<file path="config.mk">
export PLATFORM = sky130hd
export DESIGN_NAME = multicycle_controller
export DESIGN_NICKNAME = d
export VERILOG_FILES = /design/src/rtl/multicycle_controller.sv
export SDC_FILE = /design/constraint.sdc
export NUM_CORES = 1
export LEC_CHECK = 0
export ABC_AREA = 1
export BUFFER_PORTS_ARGS = -buffer_cell sky130_fd_sc_hd__clkbuf_2
export CAP_MARGIN = 30
export CORE_MARGIN = 2
export CORE_UTILIZATION = 42
export DETAILED_ROUTE_END_ITERATION = 8
export MAX_ROUTING_LAYER = met4
export PLACE_DENSITY = 0.75
export SETUP_SLACK_MARGIN = 0.3
export SYNTH_ARGS = -nofsm -noshare
export SYNTH_HDL_FRONTEND = slang
export SYNTH_SLANG_ARGS = --single-unit
</file>
<file path="constraint.sdc">
create_clock -name clk -period 1.1 [get_ports clk]
set_clock_uncertainty 0.1 [all_clocks]
set_input_delay 0.11 -clock clk [delete_from_list [all_inputs] [get_ports clk]]
set_output_delay 0.11 -clock clk [all_outputs]
set_load 0.01 [all_outputs]
</file>
<file path="src/rtl/multicycle_controller.sv">
// multicycle_controller: FETCH/DECODE/EXEC/MEM/WB control FSM for a shared-memory multicycle CPU.
// Decoded instruction class is latched in DECODE so later steps ignore the IR contents.
module multicycle_controller #(
    parameter int OP_W    = 6,
    parameter int STATE_W = 3
) (
    input  logic               clk,
    input  logic               reset,
    input  logic [OP_W-1:0]    opcode,
    input  logic [OP_W-1:0]    funct,
    input  logic               zero,
    input  logic               mem_ready,
    output logic               mem_rd,
    output logic               mem_wr,
    output logic               iord,
    output logic               ir_wr,
    output logic               pc_wr,
    output logic [1:0]         pc_sel,
    output logic               reg_wr,
    output logic [1:0]         reg_dst,
    output logic [1:0]         wb_sel,
    output logic               alu_src,
    output logic [2:0]         alu_op,
    output logic               busy,
    output logic               err,
    output logic [STATE_W-1:0] state
);
    localparam logic [STATE_W-1:0] S_FETCH  = STATE_W'(0);
    localparam logic [STATE_W-1:0] S_DECODE = STATE_W'(1);
    localparam logic [STATE_W-1:0] S_EXEC   = STATE_W'(2);
    localparam logic [STATE_W-1:0] S_MEM    = STATE_W'(3);
    localparam logic [STATE_W-1:0] S_WB     = STATE_W'(4);
    localparam logic [STATE_W-1:0] S_TRAP   = STATE_W'(7);

    // R-type ALU classes are numbered so their low bits equal the ALU op code
    localparam logic [3:0] C_ADD  = 4'd0;
    localparam logic [3:0] C_SUB  = 4'd1;
    localparam logic [3:0] C_XOR  = 4'd2;
    localparam logic [3:0] C_SLT  = 4'd3;
    localparam logic [3:0] C_ADDI = 4'd4;
    localparam logic [3:0] C_XORI = 4'd5;
    localparam logic [3:0] C_LW   = 4'd6;
    localparam logic [3:0] C_SW   = 4'd7;
    localparam logic [3:0] C_BEQ  = 4'd8;
    localparam logic [3:0] C_BNE  = 4'd9;
    localparam logic [3:0] C_J    = 4'd10;
    localparam logic [3:0] C_JAL  = 4'd11;
    localparam logic [3:0] C_JR   = 4'd12;
    localparam logic [3:0] C_ILL  = 4'd13;

    function automatic logic [3:0] classify(input logic [OP_W-1:0] op, input logic [OP_W-1:0] fn);
        logic [3:0] c;
        c = C_ILL;
        case (op)
            OP_W'('h00): case (fn)
                OP_W'('h20): c = C_ADD;
                OP_W'('h22): c = C_SUB;
                OP_W'('h26): c = C_XOR;
                OP_W'('h2A): c = C_SLT;
                OP_W'('h08): c = C_JR;
                default:     c = C_ILL;
            endcase
            OP_W'('h08): c = C_ADDI;
            OP_W'('h0E): c = C_XORI;
            OP_W'('h23): c = C_LW;
            OP_W'('h2B): c = C_SW;
            OP_W'('h04): c = C_BEQ;
            OP_W'('h05): c = C_BNE;
            OP_W'('h02): c = C_J;
            OP_W'('h03): c = C_JAL;
            default:     c = C_ILL;
        endcase
        return c;
    endfunction

    logic [STATE_W-1:0] state_q, state_d;
    logic [3:0]         cls_q, cls_d, dec_cls;
    logic               is_r, is_wb, is_br;

    assign is_r  = cls_q <= C_SLT;
    assign is_wb = cls_q <= C_XORI;
    assign is_br = (cls_q == C_BEQ) || (cls_q == C_BNE);

    always_ff @(posedge clk or posedge reset) begin
        if (reset) begin
            state_q <= S_FETCH;
            cls_q   <= C_ILL;
        end else begin
            state_q <= state_d;
            cls_q   <= cls_d;
        end
    end

    always_comb begin
        dec_cls = classify(opcode, funct);
        cls_d   = (state_q == S_DECODE) ? dec_cls : cls_q;
        state_d = S_FETCH;
        case (state_q)
            S_FETCH:  state_d = mem_ready ? S_DECODE : S_FETCH;
            S_DECODE: state_d = (dec_cls == C_ILL) ? S_TRAP : S_EXEC;
            S_EXEC:   state_d = (cls_q == C_LW || cls_q == C_SW) ? S_MEM : is_wb ? S_WB : S_FETCH;
            S_MEM:    state_d = !mem_ready ? S_MEM : (cls_q == C_LW) ? S_WB : S_FETCH;
            S_WB:     state_d = S_FETCH;
            S_TRAP:   state_d = S_TRAP;
            default:  state_d = S_FETCH;
        endcase
    end

    // Reset is also applied combinationally so every enable drops the instant it rises
    always_comb begin
        mem_rd  = 1'b0;
        mem_wr  = 1'b0;
        iord    = 1'b0;
        ir_wr   = 1'b0;
        pc_wr   = 1'b0;
        pc_sel  = 2'b00;
        reg_wr  = 1'b0;
        reg_dst = 2'b00;
        wb_sel  = 2'b00;
        alu_src = 1'b0;
        alu_op  = 3'b000;
        if (!reset && (state_q == S_EXEC || state_q == S_MEM || state_q == S_WB)) begin
            alu_src = cls_q inside {C_ADDI, C_XORI, C_LW, C_SW};
            alu_op  = is_r ? cls_q[2:0] : (cls_q == C_XORI) ? 3'b010 : is_br ? 3'b001 : 3'b000;
        end
        if (!reset) begin
            case (state_q)
                S_FETCH: begin
                    mem_rd = 1'b1;
                    ir_wr  = mem_ready;
                    pc_wr  = mem_ready;
                end
                S_EXEC: begin
                    pc_wr   = (cls_q == C_BEQ) ? zero : (cls_q == C_BNE) ? ~zero : (cls_q inside {C_J, C_JAL, C_JR});
                    pc_sel  = is_br ? 2'b01 : (cls_q == C_J || cls_q == C_JAL) ? 2'b10 : (cls_q == C_JR) ? 2'b11 : 2'b00;
                    reg_wr  = cls_q == C_JAL;
                    reg_dst = (cls_q == C_JAL) ? 2'b10 : 2'b00;
                    wb_sel  = (cls_q == C_JAL) ? 2'b10 : 2'b00;
                end
                S_MEM: begin
                    iord   = 1'b1;
                    mem_rd = cls_q == C_LW;
                    mem_wr = cls_q == C_SW;
                end
                S_WB: begin
                    reg_wr  = 1'b1;
                    reg_dst = is_r ? 2'b01 : 2'b00;
                    wb_sel  = (cls_q == C_LW) ? 2'b01 : 2'b00;
                end
                default: ;
            endcase
        end
    end

    assign busy  = state_q != S_FETCH;
    assign err   = state_q == S_TRAP;
    assign state = state_q;

endmodule

</file>
## Yosys cells after proc, flatten, opt, wreduce, memory -nomap -nowiden

Cells that the tools add are included.

| storage, ports and cells | value |
|---|---|
| bits in registers | 7 |
| input port bits | 16 |
| output and inout bits | 21 |

| cells by class | value |
|---|---|
| magnitude comparators | 2 |
| equal/unequal tests | 28 |
| mux-type cells | 40 |
| bitwise operators | 1 |
| reductions and logical operators | 12 |

Operator list:

| operator | number |
|---|---|
| 6-bit == test (second input constant) | 6 |
| 4-bit case mux with 9 select lines | 1 |
| 4-bit == test (second input constant) | 6 |
| 3-bit two-way mux | 7 |
| 4-bit case mux with 5 select lines | 1 |
| 6-bit by 4-bit == test with 1-bit output (second input constant) | 3 |
| 2-bit two-way mux | 9 |
| 4-bit by 3-bit == test with 1-bit output (second input constant) | 4 |
| 1-bit two-way mux | 16 |
| 3-bit case mux with 5 select lines | 1 |
| 6-bit by 2-bit == test with 1-bit output (second input constant) | 2 |
| 6-bit by 3-bit == test with 1-bit output (second input constant) | 2 |
| 2-bit case mux with 2 select lines | 2 |
| 3-bit by 2-bit == test with 1-bit output (second input constant) | 2 |
| 3-bit == test (second input constant) | 2 |
| 6-bit logical NOT | 1 |
| 1-bit case mux with 2 select lines | 3 |
| 3-bit nonzero test | 2 |
| 1-bit logical OR | 5 |
| 4-bit by 2-bit less-or-equal comparator with 1-bit output (second input constant) | 1 |
| 4-bit by 3-bit less-or-equal comparator with 1-bit output (second input constant) | 1 |
| 4-bit nonzero test | 1 |
| 3-bit by 1-bit == test with 1-bit output (second input constant) | 1 |
| 3-bit logical NOT | 1 |
| 3 further kinds | 3 |

## Logic depth before layout (Yosys ltp)

Gate-level depths: netlist of run 1.

| logic depth | value |
|---|---|
| depth in word-level cells | 6 |
| depth in mapped cells | 10 |

## Least setup slack after synthesis of run 1

Ideal clock, no wire load.

| path | value |
|---|---|
| path kind | reg-to-output |
| start point | reg state_q[2], in the netlist state[2] |
| end point | out pc_wr |
| data arrival time | 1.241 ns |
| data required time | 0.890 ns |
| setup slack | -0.351 ns |
| cell stages (with the launch flop) | 6 |
| path buffers | 0 |
| cells stage by stage | dfrtp_1 > inv_2 > nand2_2 > nor2_4 > nand2_2 > o32ai_1 |

| on the way | value |
|---|---|
| cells in the longest elaborated chain, start to end | 3 |
| elaborated cells between the ends (all ways) | 4 |

RTL lines:

| what | line | source |
|---|---|---|
| start: declaration | 76 | `logic [STATE_W-1:0] state_q, state_d;` |
| start signal: assignment | 89 | `state_q <= state_d;` |
| 3-bit by 2-bit == test with 1-bit output or 3-bit logical NOT (tied branches) | 127 | `case (state_q)` |
| 1-bit case mux with 2 select lines (*) | 127 |  |
| 1-bit two-way mux (*) | 126 | `if (!reset) begin` |
| end: declaration | 17 | `output logic pc_wr,` |

Every way passes the cells marked *; elsewhere a longest branch is shown, timed or not.

## Final worst setup path of run 1

| path | value |
|---|---|
| start point | reg cls_q[3] |
| end point | out pc_wr |

| on the way | value |
|---|---|
| cells in the longest elaborated chain, start to end | 6 |
| elaborated cells between the ends (all ways) | 10 |

RTL lines:

| what | line | source |
|---|---|---|
| start: declaration | 77 | `logic [3:0] cls_q, cls_d, dec_cls;` |
| start signal: assignment | 90 | `cls_q <= cls_d;` |
| 4-bit == test | 134 | `pc_wr = (cls_q == C_BEQ) ? zero : (cls_q == C_BNE) ? ~zero : (cls_q inside {C_J, C_JAL, C_JR});` |
| 3-bit nonzero test | 134 |  |
| 1-bit two-way mux | 134 |  |
| 1-bit two-way mux (*) | 134 |  |
| 1-bit case mux with 2 select lines (*) | 127 |  |
| 1-bit two-way mux (*) | 126 |  |

Marked as above.

==> results of run 1 <==
## final cells by class
cell class / count / area share, %
clock buffer: 3 / 1.29
inverter: 28 / 6.17
timing repair buffer: 79 / 34.7
clock inverter: 1 / 0.287
sequential: 7 / 10.6
multi-input combinational: 110 / 45.1
tap: 27 / 1.94
## Yosys cell counts
| master | n |
|---|---|
| dfrtp_1 | 4 |
| buf_4 | 2 |
| o22ai_1 | 1 |
| nor2_1 | 19 |
| dfstp_2 | 3 |
| nor3_1 | 3 |
| o32ai_1 | 1 |
| and3_1 | 1 |
| nor2_2 | 6 |
| inv_1 | 26 |
| a21oi_1 | 6 |
| conb_1 | 1 |
| and3_2 | 1 |
| nand3b_1 | 1 |
| nor3_4 | 1 |
| inv_2 | 2 |
| nor2_4 | 2 |
| o21ai_1 | 2 |
| nand4_1 | 3 |
| a31oi_1 | 1 |
| nand3_1 | 12 |
| o21ai_0 | 8 |
| nand2_2 | 3 |
| nand3_2 | 3 |
| nand2_1 | 35 |
## final timing paths
kind                       endpoint  slack, ns      start
max                           pc_wr      -0.73   cls_q[3]
min                        state[1]       0.24  mem_ready
max reg2reg                state[0]      -0.58   cls_q[3]
min reg2reg                cls_q[2]       0.44   cls_q[2]
max in group asynchronous  cls_q[2]       0.32      reset
min in group asynchronous  cls_q[1]       0.36      reset
## stage by stage
step | hold slack (ns) | util, % | power [mW] | TNS [ns] | area (um2)
floorplan | -0.142 | - | 0.328 | -2.36 | 931
global placement | 0.0931 | 70.6 | 0.397 | -4.69 | 1360
detailed placement | 0.106 | 70.6 | 0.403 | -5.27 | 1360
CTS | 0.0989 | 81.1 | 0.655 | -10.97 | 1560
global route | 0.220 | 90.7 | 0.722 | -14.94 | 1740
finish | 0.242 | 90.7 | 0.696 | -13.94 | 1740
## kinds of logic (layout without fill, tap and decap cells)
| family | Yosys count | count (layout) |
|---|---|---|
| simple gates | 90 | 90 |
| compound gates | 19 | 19 |
| flops | 7 | 7 |
| other cells | 1 | 1 |
| buf+inv | 30 | 111 |
## tightest hold or removal path, cell delays in order
cell	delay, ns
clkbuf_2	0.09
inv_1	0.15
a21oi_1	0.15
nand3_2	0.09
## registers in the layout (all words and copies together) (netlist names)
register,cells
cls_q,4
state,3
## what timing repair did
| item | 4_1_cts | 5_1_grt |
|---|---|---|
| gates resized for setup | 31 | 43 |
| hold buffers | 1 | 0 |
| endpoints found under the hold margin | 4 | 0 |
| endpoints found under the setup margin | 27 | 30 |
| pin swaps | 7 | 10 |
| setup buffers | 6 | 6 |
## routing by layer
metal	share of wire (%)	track usage, %	up-vias
met2	50	58.4	126
met3	6.9	5.21	44
met1	35	27.4	682
met4	8.6	15.7	0
li1	-	-	629
met5	0	-	-
## power by group through the flow
stage / combinational [mW] / sequential (mW) / clock (mW)
after detailed placement: 0.141 / 0.262 / 0
final: 0.164 / 0.258 / 0.274
after global placement: 0.135 / 0.262 / 0
after CTS: 0.145 / 0.258 / 0.251
after global routing: 0.175 / 0.258 / 0.289
after floorplan: 0.0656 / 0.262 / 0
==> results_tabular.tex, run 1 <==
\begin{tabular}{lr}
\hline
Metric & Value \\
\hline
\multicolumn{2}{l}{\textbf{Run status}} \\
Status & complete, but fails checks \\
Failing checks & negative setup slack \\
\multicolumn{2}{l}{\textbf{Setup path}} \\
CP max stage delay & about 0.60 ns \\
Number of cell instances on the worst register-to-register path & 8 \\
Crit. path cell count & 5 \\
Critical path cell sequence & nand2\_4 > nor2\_4 > a21oi\_2 > o32ai\_4 > buf\_2 \\
Maximum fanout along the worst path & 4 \\
Kind of cell adding the most delay to the critical path & flip-flops \\
Endpoint class of the critical path & output pin \\
Cell with the biggest individual delay on the critical path & dfstp\_2 \\
Critical path class & flip-flop to output pin \\
Required time of the worst setup path & about 0.9 ns \\
Worst path arrival time & $\sim$1.6 ns \\
Worst path bufs/invs & 1 \\
Kind of start point of the critical path & flip-flop \\
\multicolumn{2}{l}{\textbf{GRT}} \\
Gr ovfl total & 0 \\
First-pass GRT wire length & 5400 um \\
Vias in the first global route & roughly 1300 \\
Gr usage total & between 30\% and 40\% \\
Pin count of the biggest net entering global routing & 8 \\
Antenna violations before repair & 0 \\
\multicolumn{2}{l}{\textbf{Synth}} \\
Proportion of netlist area held by the largest area contributor & approximately 16\% \\
Number of warnings issued by yosys & 0 \\
Share of the synthesized area in compound gates (AO/OA/AOI/OAI) & between 10\% and 20\% \\
Average footprint of a synthesized cell & a little under 6 um2 \\
Count of unique library cells instantiated by Yosys & 25 \\
Synth top area cells & nand2\_1 (16\%), dfrtp\_1 (12\%), inv\_1 (12\%) \\
Area fraction in and, or, nand and nor cells after synthesis & a little over half \\
Parity-gate share of the synthesized area counting xor and xnor cells & 0\% \\
Mapped Cells & around 150 \\
Summed instance area of the synthesized netlist & 847 um2 \\
Post-Synthesis Net Count & 163 \\
Sequential-to-total area share from yosys stat & 21.1\% \\
Adder and majority cell fraction of the synthesized area & 0\% \\
Multiplexer fraction of the synthesized cell area & 0\% \\
Largest area contributor in the synthesized netlist & nand2\_1 \\
Number of storage elements in the synthesis netlist & 7 \\
Dominant combinational cell family by area after synthesis & simple AND/OR/NAND/NOR gates \\
\multicolumn{2}{l}{\textbf{Floorplan}} \\
Die area & approximately 2400 um2 \\
Number of rows created at floorplan & 16 \\
Starting density of the core & between 40\% and 50\% \\
Die Width & 48.9 um \\
Num ports & 37 \\
Core region area & roughly 1900 um2 \\
Die Y-Extent & approximately 49 um \\
\multicolumn{2}{l}{\textbf{STA}} \\
Worst Slack Setup Final & -0.731 ns \\
Final setup violation count & 27 \\
Achievable frequency & 0.546 GHz \\
Final Slew Violations & 0 \\
Share of the clock period used by the worst path after layout & 166\% \\
Time the worst path needs with I/O delays and setup & approximately 1.8 ns \\
Final hold viol count & 0 \\
Unrepaired setup endpoints after global routing & yes \\
\multicolumn{2}{l}{\textbf{Final layout}} \\
Count of filler cells inserted in the layout & between 90 and 100 \\
Number of diodes & 0 \\
Final cell count without fillers & around 260 \\
Most frequent cells in the layout & nand2\_1 (32), buf\_4 (30), clkbuf\_2 (25), buf\_6 (19), inv\_1 (14) \\
Layout overhead on the synthesized area & 106\% \\
Footprint of the flip-flops and latches & approximately 180 um2 \\
Most frequent standard cell in the layout excluding fill and tap cells & nand2\_1 \\
Multi-input logic area & 786 um2 \\
Final-stage net count & 245 \\
Share of cells above drive strength 1 & 66.2\% \\
\multicolumn{2}{l}{\textbf{CTS}} \\
Clk Latency, worst-skew pair & approximately 0.28 ns \\
CTS Buf Count & 3 \\
Maximum number of buffers from clock root to sink & 2 \\
Clock-pin transition on the worst setup and hold timing paths & roughly 0.070 ns \\
H-tree depth reported by CTS & 1 \\
CTS sink cnt & 7 \\
Cell at the root of the clock tree & clkbuf\_4 \\
TritonCTS clock tree & yes \\
\multicolumn{2}{l}{\textbf{Placed design}} \\
Detailed Place HPWL & between 2000 and 2500 um \\
Number of cells in the design after placement & around 240 \\
Weighted congestion at the end of routability-driven global placement & between 0.8 and 0.9 \\
Quantity of I/O buffers inserted on ports & 35 \\
Worst slack at placement & -0.396 ns \\
\multicolumn{2}{l}{\textbf{Power}} \\
Gate power share & roughly a quarter \\
Maximum resistive drop on vdd & $\sim$0.00044 V \\
Power Internal & around 0.46 mW \\
Clk network pwr share & 39.4\% \\
Cell area power density & 400 nW/um2 \\
Total leakage power & between 0.9 and 1 nW \\
Switching Fraction & about a third \\
Reported net switching power & $\sim$0.24 mW \\
Relative contribution of sequential cells to total power & between 30 and 40\% \\
\multicolumn{2}{l}{\textbf{Routing}} \\
Total detailed-routing wirelength & 4760 um \\
Number of DRC markers after the initial detailed-route iteration & 91 \\
Via/cell ratio & slightly below 6 \\
DR DRC count & 0 \\
Via count & $\sim$1500 \\
WL/cell & approximately 19 um \\
Antenna viol nets, final & 0 \\
Detailed Routing Iterations Pass 1 & 4 \\
\multicolumn{2}{l}{\textbf{Min path}} \\
WHS Path Cells & 4 \\
Hold/Removal Path Class & input port to flip-flop \\
\multicolumn{2}{l}{\textbf{Flow run}} \\
Maxcap violations & 0 \\
\hline
\end{tabular}
Note: power is estimated with default switching activity, not from simulation.
==> inputs of run 2 (changes only) <==
--- a/config.mk
+++ b/config.mk
@@ -6,13 +6,13 @@
 export NUM_CORES = 1
 export LEC_CHECK = 0
 export ABC_AREA = 1
-export BUFFER_PORTS_ARGS = -buffer_cell sky130_fd_sc_hd__clkbuf_2
 export CAP_MARGIN = 30
 export CORE_MARGIN = 2
-export CORE_UTILIZATION = 42
+export CORE_UTILIZATION = 55
 export DETAILED_ROUTE_END_ITERATION = 8
+export DONT_BUFFER_PORTS = 1
 export MAX_ROUTING_LAYER = met4
-export PLACE_DENSITY = 0.75
+export PLACE_DENSITY = 0.73
 export SETUP_SLACK_MARGIN = 0.3
 export SYNTH_ARGS = -nofsm -noshare
 export SYNTH_HDL_FRONTEND = slang
==> run 2 against run 1 <==
Against the previous run:
- the run now fails in 5_1_grt
- synthesized cell count unchanged
- synthesized area unchanged
==> results_tabular.tex, run 2 <==
\begin{tabular}{lr}
\hline
Metric & Value \\
\hline
\multicolumn{2}{l}{\textbf{CTS}} \\
CTS Buf Count & 3 \\
H-tree depth reported by CTS & 1 \\
Maximum number of buffers from clock root to sink & 2 \\
Cell at the root of the clock tree & clkbuf\_4 \\
CTS sink cnt & 7 \\
\multicolumn{2}{l}{\textbf{Synth}} \\
Summed instance area of the synthesized netlist & 847 um2 \\
Number of storage elements in the synthesis netlist & 7 \\
Prevailing post-synth register cell & dfrtp\_1 \\
Number of warnings issued by yosys & 0 \\
Largest area contributor in the synthesized netlist & nand2\_1 \\
Count of unique library cells instantiated by Yosys & 25 \\
Mapped Cells & 147 \\
Post-Synthesis Net Count & roughly 160 \\
Proportion of netlist area held by the largest area contributor & between 10\% and 20\% \\
Most frequent cell after synthesis & nand2\_1 \\
Async S/R FF share, synth & between 90\% and 100\% \\
Number of flops mapped to enable cells by yosys & 0 \\
Average footprint of a synthesized cell & 5.76 um2 \\
Most used standard cells in the synthesized netlist & nand2\_1 (35), inv\_1 (26), nor2\_1 (19) \\
Sequential-to-total area share from yosys stat & 21.1\% \\
Synth top area cells & nand2\_1 (16\%), dfrtp\_1 (12\%), inv\_1 (12\%) \\
\multicolumn{2}{l}{\textbf{Placed design}} \\
Worst slack at placement & -0.272 ns \\
Detailed Place HPWL & $\sim$1900 um \\
Quantity of I/O buffers inserted on ports & 0 \\
Weighted congestion at the end of routability-driven global placement & a little under 0.9 \\
\multicolumn{2}{l}{\textbf{Floorplan}} \\
Die Width & $\sim$43 um \\
Starting density of the core & 57.6\% \\
Num ports & 37 \\
Number of rows created at floorplan & 14 \\
Die Y-Extent & $\sim$43 um \\
\multicolumn{2}{l}{\textbf{STA}} \\
Endpoint pin with the least setup slack after global-route repair & pc\_wr \\
Worst endpoint type & primary output \\
\multicolumn{2}{l}{\textbf{Run status}} \\
Run Error & [ERROR DPL-0038] Utilization greater than 100\%, impossible to legalize \\
Status & stopped before the end \\
Halt Stage & 5\_1\_grt \\
\multicolumn{2}{l}{\textbf{GRT}} \\
Pin count of the biggest net entering global routing & 7 \\
\hline
\end{tabular}
[run 2: cell families after synthesis]
kind of cell	synth area share [%]
AND/OR/NAND/NOR	52.3
AO/OA/AOI/OAI	12.0
buffers and inverters	14.2
other	0.443
flip-flops	21.1
[run 2: per-stage QoR]
stage	instance area (um2)	TNS (ns)	utilization [%]	cells	hold WS [ns]
detailed placement	1100	-3.34	74.8	183	0.0125
global placement	1100	-2.84	74.8	183	-0.00325
floorplan	931	-2.36	-	147	-0.142
CTS	1360	-8.95	92.3	201	0.0175
[run 2: repair_timing]
item / CTS
buffers inserted: 13
endpoints found under the hold margin: 7
hold buffers: 1
setup endpoints to repair: 27
pin swaps: 11
resized for setup: 34
==> inputs of run 3 (changes only) <==
--- a/config.mk
+++ b/config.mk
@@ -7,13 +7,11 @@
 export LEC_CHECK = 0
 export ABC_AREA = 1
 export CAP_MARGIN = 30
-export CORE_MARGIN = 2
-export CORE_UTILIZATION = 55
+export CORE_AREA = 2 2 63 65
 export DETAILED_ROUTE_END_ITERATION = 8
+export DIE_AREA = 0 0 65 67
 export DONT_BUFFER_PORTS = 1
-export MAX_ROUTING_LAYER = met4
-export PLACE_DENSITY = 0.73
-export SETUP_SLACK_MARGIN = 0.3
+export PLACE_DENSITY_LB_ADDON = 0.15
 export SYNTH_ARGS = -nofsm -noshare
 export SYNTH_HDL_FRONTEND = slang
 export SYNTH_SLANG_ARGS = --single-unit
==> constraint.sdc (replaced) <==
create_clock -name clk -period 1.4 [get_ports clk]
set_clock_uncertainty 0.1 [all_clocks]
set_input_delay 0.14 -clock clk [delete_from_list [all_inputs] [get_ports clk]]
set_output_delay 0.14 -clock clk [all_outputs]
set_load 0.01 [all_outputs]
==> run 3 against run 2 <==
Against the previous run:
- the flow now finishes, with violations (negative setup slack)
==> results_tabular.tex, run 3 (synthesis results as in run 1) <==
\begin{tabular}{lr}
\hline
Metric & Value \\
\hline
\multicolumn{2}{l}{\textbf{Routing}} \\
DR DRC count & 0 \\
Total detailed-routing wirelength & approximately 2400 um \\
Detailed Routing Iterations Pass 1 & 3 \\
Via count & approximately 1000 \\
Antenna viol nets, final & 0 \\
Via/cell ratio & approximately 4.5 \\
WL/cell & 10.5 um \\
Number of DRC markers after the initial detailed-route iteration & 12 \\
\multicolumn{2}{l}{\textbf{Placed design}} \\
Instance area after placement & about 1100 um2 \\
Quantity of I/O buffers inserted on ports & 0 \\
Detailed Place HPWL & approximately 1900 um \\
Weighted congestion at the end of routability-driven global placement & about 0.79 \\
\multicolumn{2}{l}{\textbf{Final layout}} \\
Share of cells above drive strength 1 & around 54\% \\
Top register by number of flip-flops & cls\_q \\
Layout overhead on the synthesized area & 60.7\% \\
Most frequent cells in the layout & nand2\_1 (30), buf\_4 (21), inv\_1 (15), inv\_2 (13), nor2\_2 (11) \\
Multi-input logic area & between 700 and 800 um2 \\
Number of diodes & 0 \\
Max reg flops & 4 \\
Area of all placed cells without fillers & roughly 1400 um2 \\
Final core utilization & between 30\% and 40\% \\
Final-stage net count & $\sim$200 \\
Footprint of the flip-flops and latches & around 180 um2 \\
Count of filler cells inserted in the layout & $\sim$400 \\
Most frequent standard cell in the layout excluding fill and tap cells & nand2\_1 \\
\multicolumn{2}{l}{\textbf{GRT}} \\
First-pass GRT wire length & $\sim$3900 um \\
Gr ovfl total & 0 \\
Antenna violations before repair & 0 \\
Gr usage total & between 10\% and 20\% \\
Pin count of the biggest net entering global routing & 8 \\
Vias in the first global route & about 970 \\
\multicolumn{2}{l}{\textbf{Floorplan}} \\
Number of rows created at floorplan & 22 \\
Starting density of the core & around a quarter \\
Num ports & 37 \\
Core region area & $\sim$3600 um2 \\
Die Width & about 65 um \\
Die area & $\sim$4400 um2 \\
Die Y-Extent & approximately 67 um \\
\multicolumn{2}{l}{\textbf{Setup path}} \\
Number of cell instances on the worst register-to-register path & 7 \\
Maximum fanout along the worst path & 5 \\
Critical path class & flip-flop to output pin \\
Worst path arrival time & 1.38 ns \\
Endpoint class of the critical path & output pin \\
R2R Path Start & cls\_q[3] \\
Required time of the worst setup path & 1.16 ns \\
Worst reg2reg setup slack & -0.06 ns \\
Kind of start point of the critical path & flip-flop \\
RR Endpoint & state[2] \\
\multicolumn{2}{l}{\textbf{STA}} \\
WHS & around 0.11 ns \\
Unrepaired setup endpoints after global routing & yes \\
Setup TNS & -1.86 ns \\
Final setup violation count & 16 \\
Share of the clock period used by the worst path after layout & 116\% \\
Time the worst path needs with I/O delays and setup & around 1.6 ns \\
Final Slew Violations & 0 \\
Achievable frequency & roughly 0.62 GHz \\
Worst Slack Setup Final & -0.220 ns \\
Final hold viol count & 0 \\
\multicolumn{2}{l}{\textbf{Min path}} \\
Source of the worst hold timing path & mem\_ready \\
Worst Hold Endpoint & state[1] \\
Hold/Removal Path Class & input port to flip-flop \\
WHS Path Cells & 3 \\
\multicolumn{2}{l}{\textbf{Power}} \\
Maximum resistive drop on vdd & $\sim$0.00013 V \\
Total power & around 0.55 mW \\
Total leakage power & 0.643 nW \\
Cell area power density & 403 nW/um2 \\
\multicolumn{2}{l}{\textbf{CTS}} \\
H-tree depth reported by CTS & 1 \\
CTS Buf Count & 3 \\
Clk Latency, worst-skew pair & 0.23 ns \\
TritonCTS clock tree & yes \\
CTS sink cnt & 7 \\
Cell at the root of the clock tree & clkbuf\_8 \\
Clock-pin transition on the worst setup and hold timing paths & $\sim$0.040 ns \\
Maximum number of buffers from clock root to sink & 2 \\
\multicolumn{2}{l}{\textbf{Run status}} \\
Status & complete, but fails checks \\
Failing checks & negative setup slack \\
\multicolumn{2}{l}{\textbf{Flow run}} \\
Maxcap violations & 0 \\
\hline
\end{tabular}
## run 3: stage by stage
step,std cells,setup WS [ns]
2_1_floorplan,147,-0.0165
3_3_place_gp,217,-0.0219
3_5_place_dp,217,-0.0380
4_1_cts,223,-0.273
5_1_grt,226,-0.280
6_report,226,-0.220
## run 3: worst max-delay path by stage
stage	slack, ns	to	startpoint	cells past startpoint
after global routing	-0.28	wb_sel[0]	cls_q[2]	5
after CTS	-0.27	pc_wr	cls_q[3]	4
after detailed placement	-0.04	pc_wr	cls_q[3]	4
after floorplan	-0.02	pc_wr	state[2]	5
after global placement	-0.02	pc_wr	cls_q[3]	4
final	-0.22	pc_wr	cls_q[2]	6
## run 3: repair_timing
| item | 4_1_cts | 5_1_grt |
|---|---|---|
| hold buffers | 1 | 0 |
| cloned | 0 | 0 |
| hold endpoints to repair | 7 | 0 |
| endpoints found under the setup margin | 15 | 20 |
| resized for setup | 44 | 20 |
| setup buffers | 3 | 3 |
| pin swaps | 8 | 5 |
## run 3: layer usage
metal / GRT usage, % / share of wire, % / vias up
li1: - / - / 531
met1: 14.1 / 43 / 443
met2: 19.8 / 49 / 32
met3: 1.01 / 6.2 / 5
met4: 6.38 / 2.3 / 0
met5: 0 / 0 / -
## run 3: where the power goes
part	internal, mW	leakage, nW	switching (mW)	total [mW]
Clock	0.197	0.0228	0.0869	0.284
Combinational	0.0237	0.555	0.0375	0.0612
Sequential	0.204	0.0653	0	0.204
## run 3: area by class of cell
cell class / instances / area share [%]
clock buffers: 4 / 3.31
inverters: 28 / 7.72
multi-input cells: 110 / 52.9
flip-flops and latches: 7 / 13.5
well taps: 48 / 4.41
repair buffers: 29 / 18.1
## run 3: critical path, cell delays in order, from the launching register on
cell and delay [ns]:
dfstp_2 0.57, inv_2 0.07, nand2_4 0.07, nor2_4 0.04, inv_2 0.07, nor3_4 0.04, o32ai_4 0.28
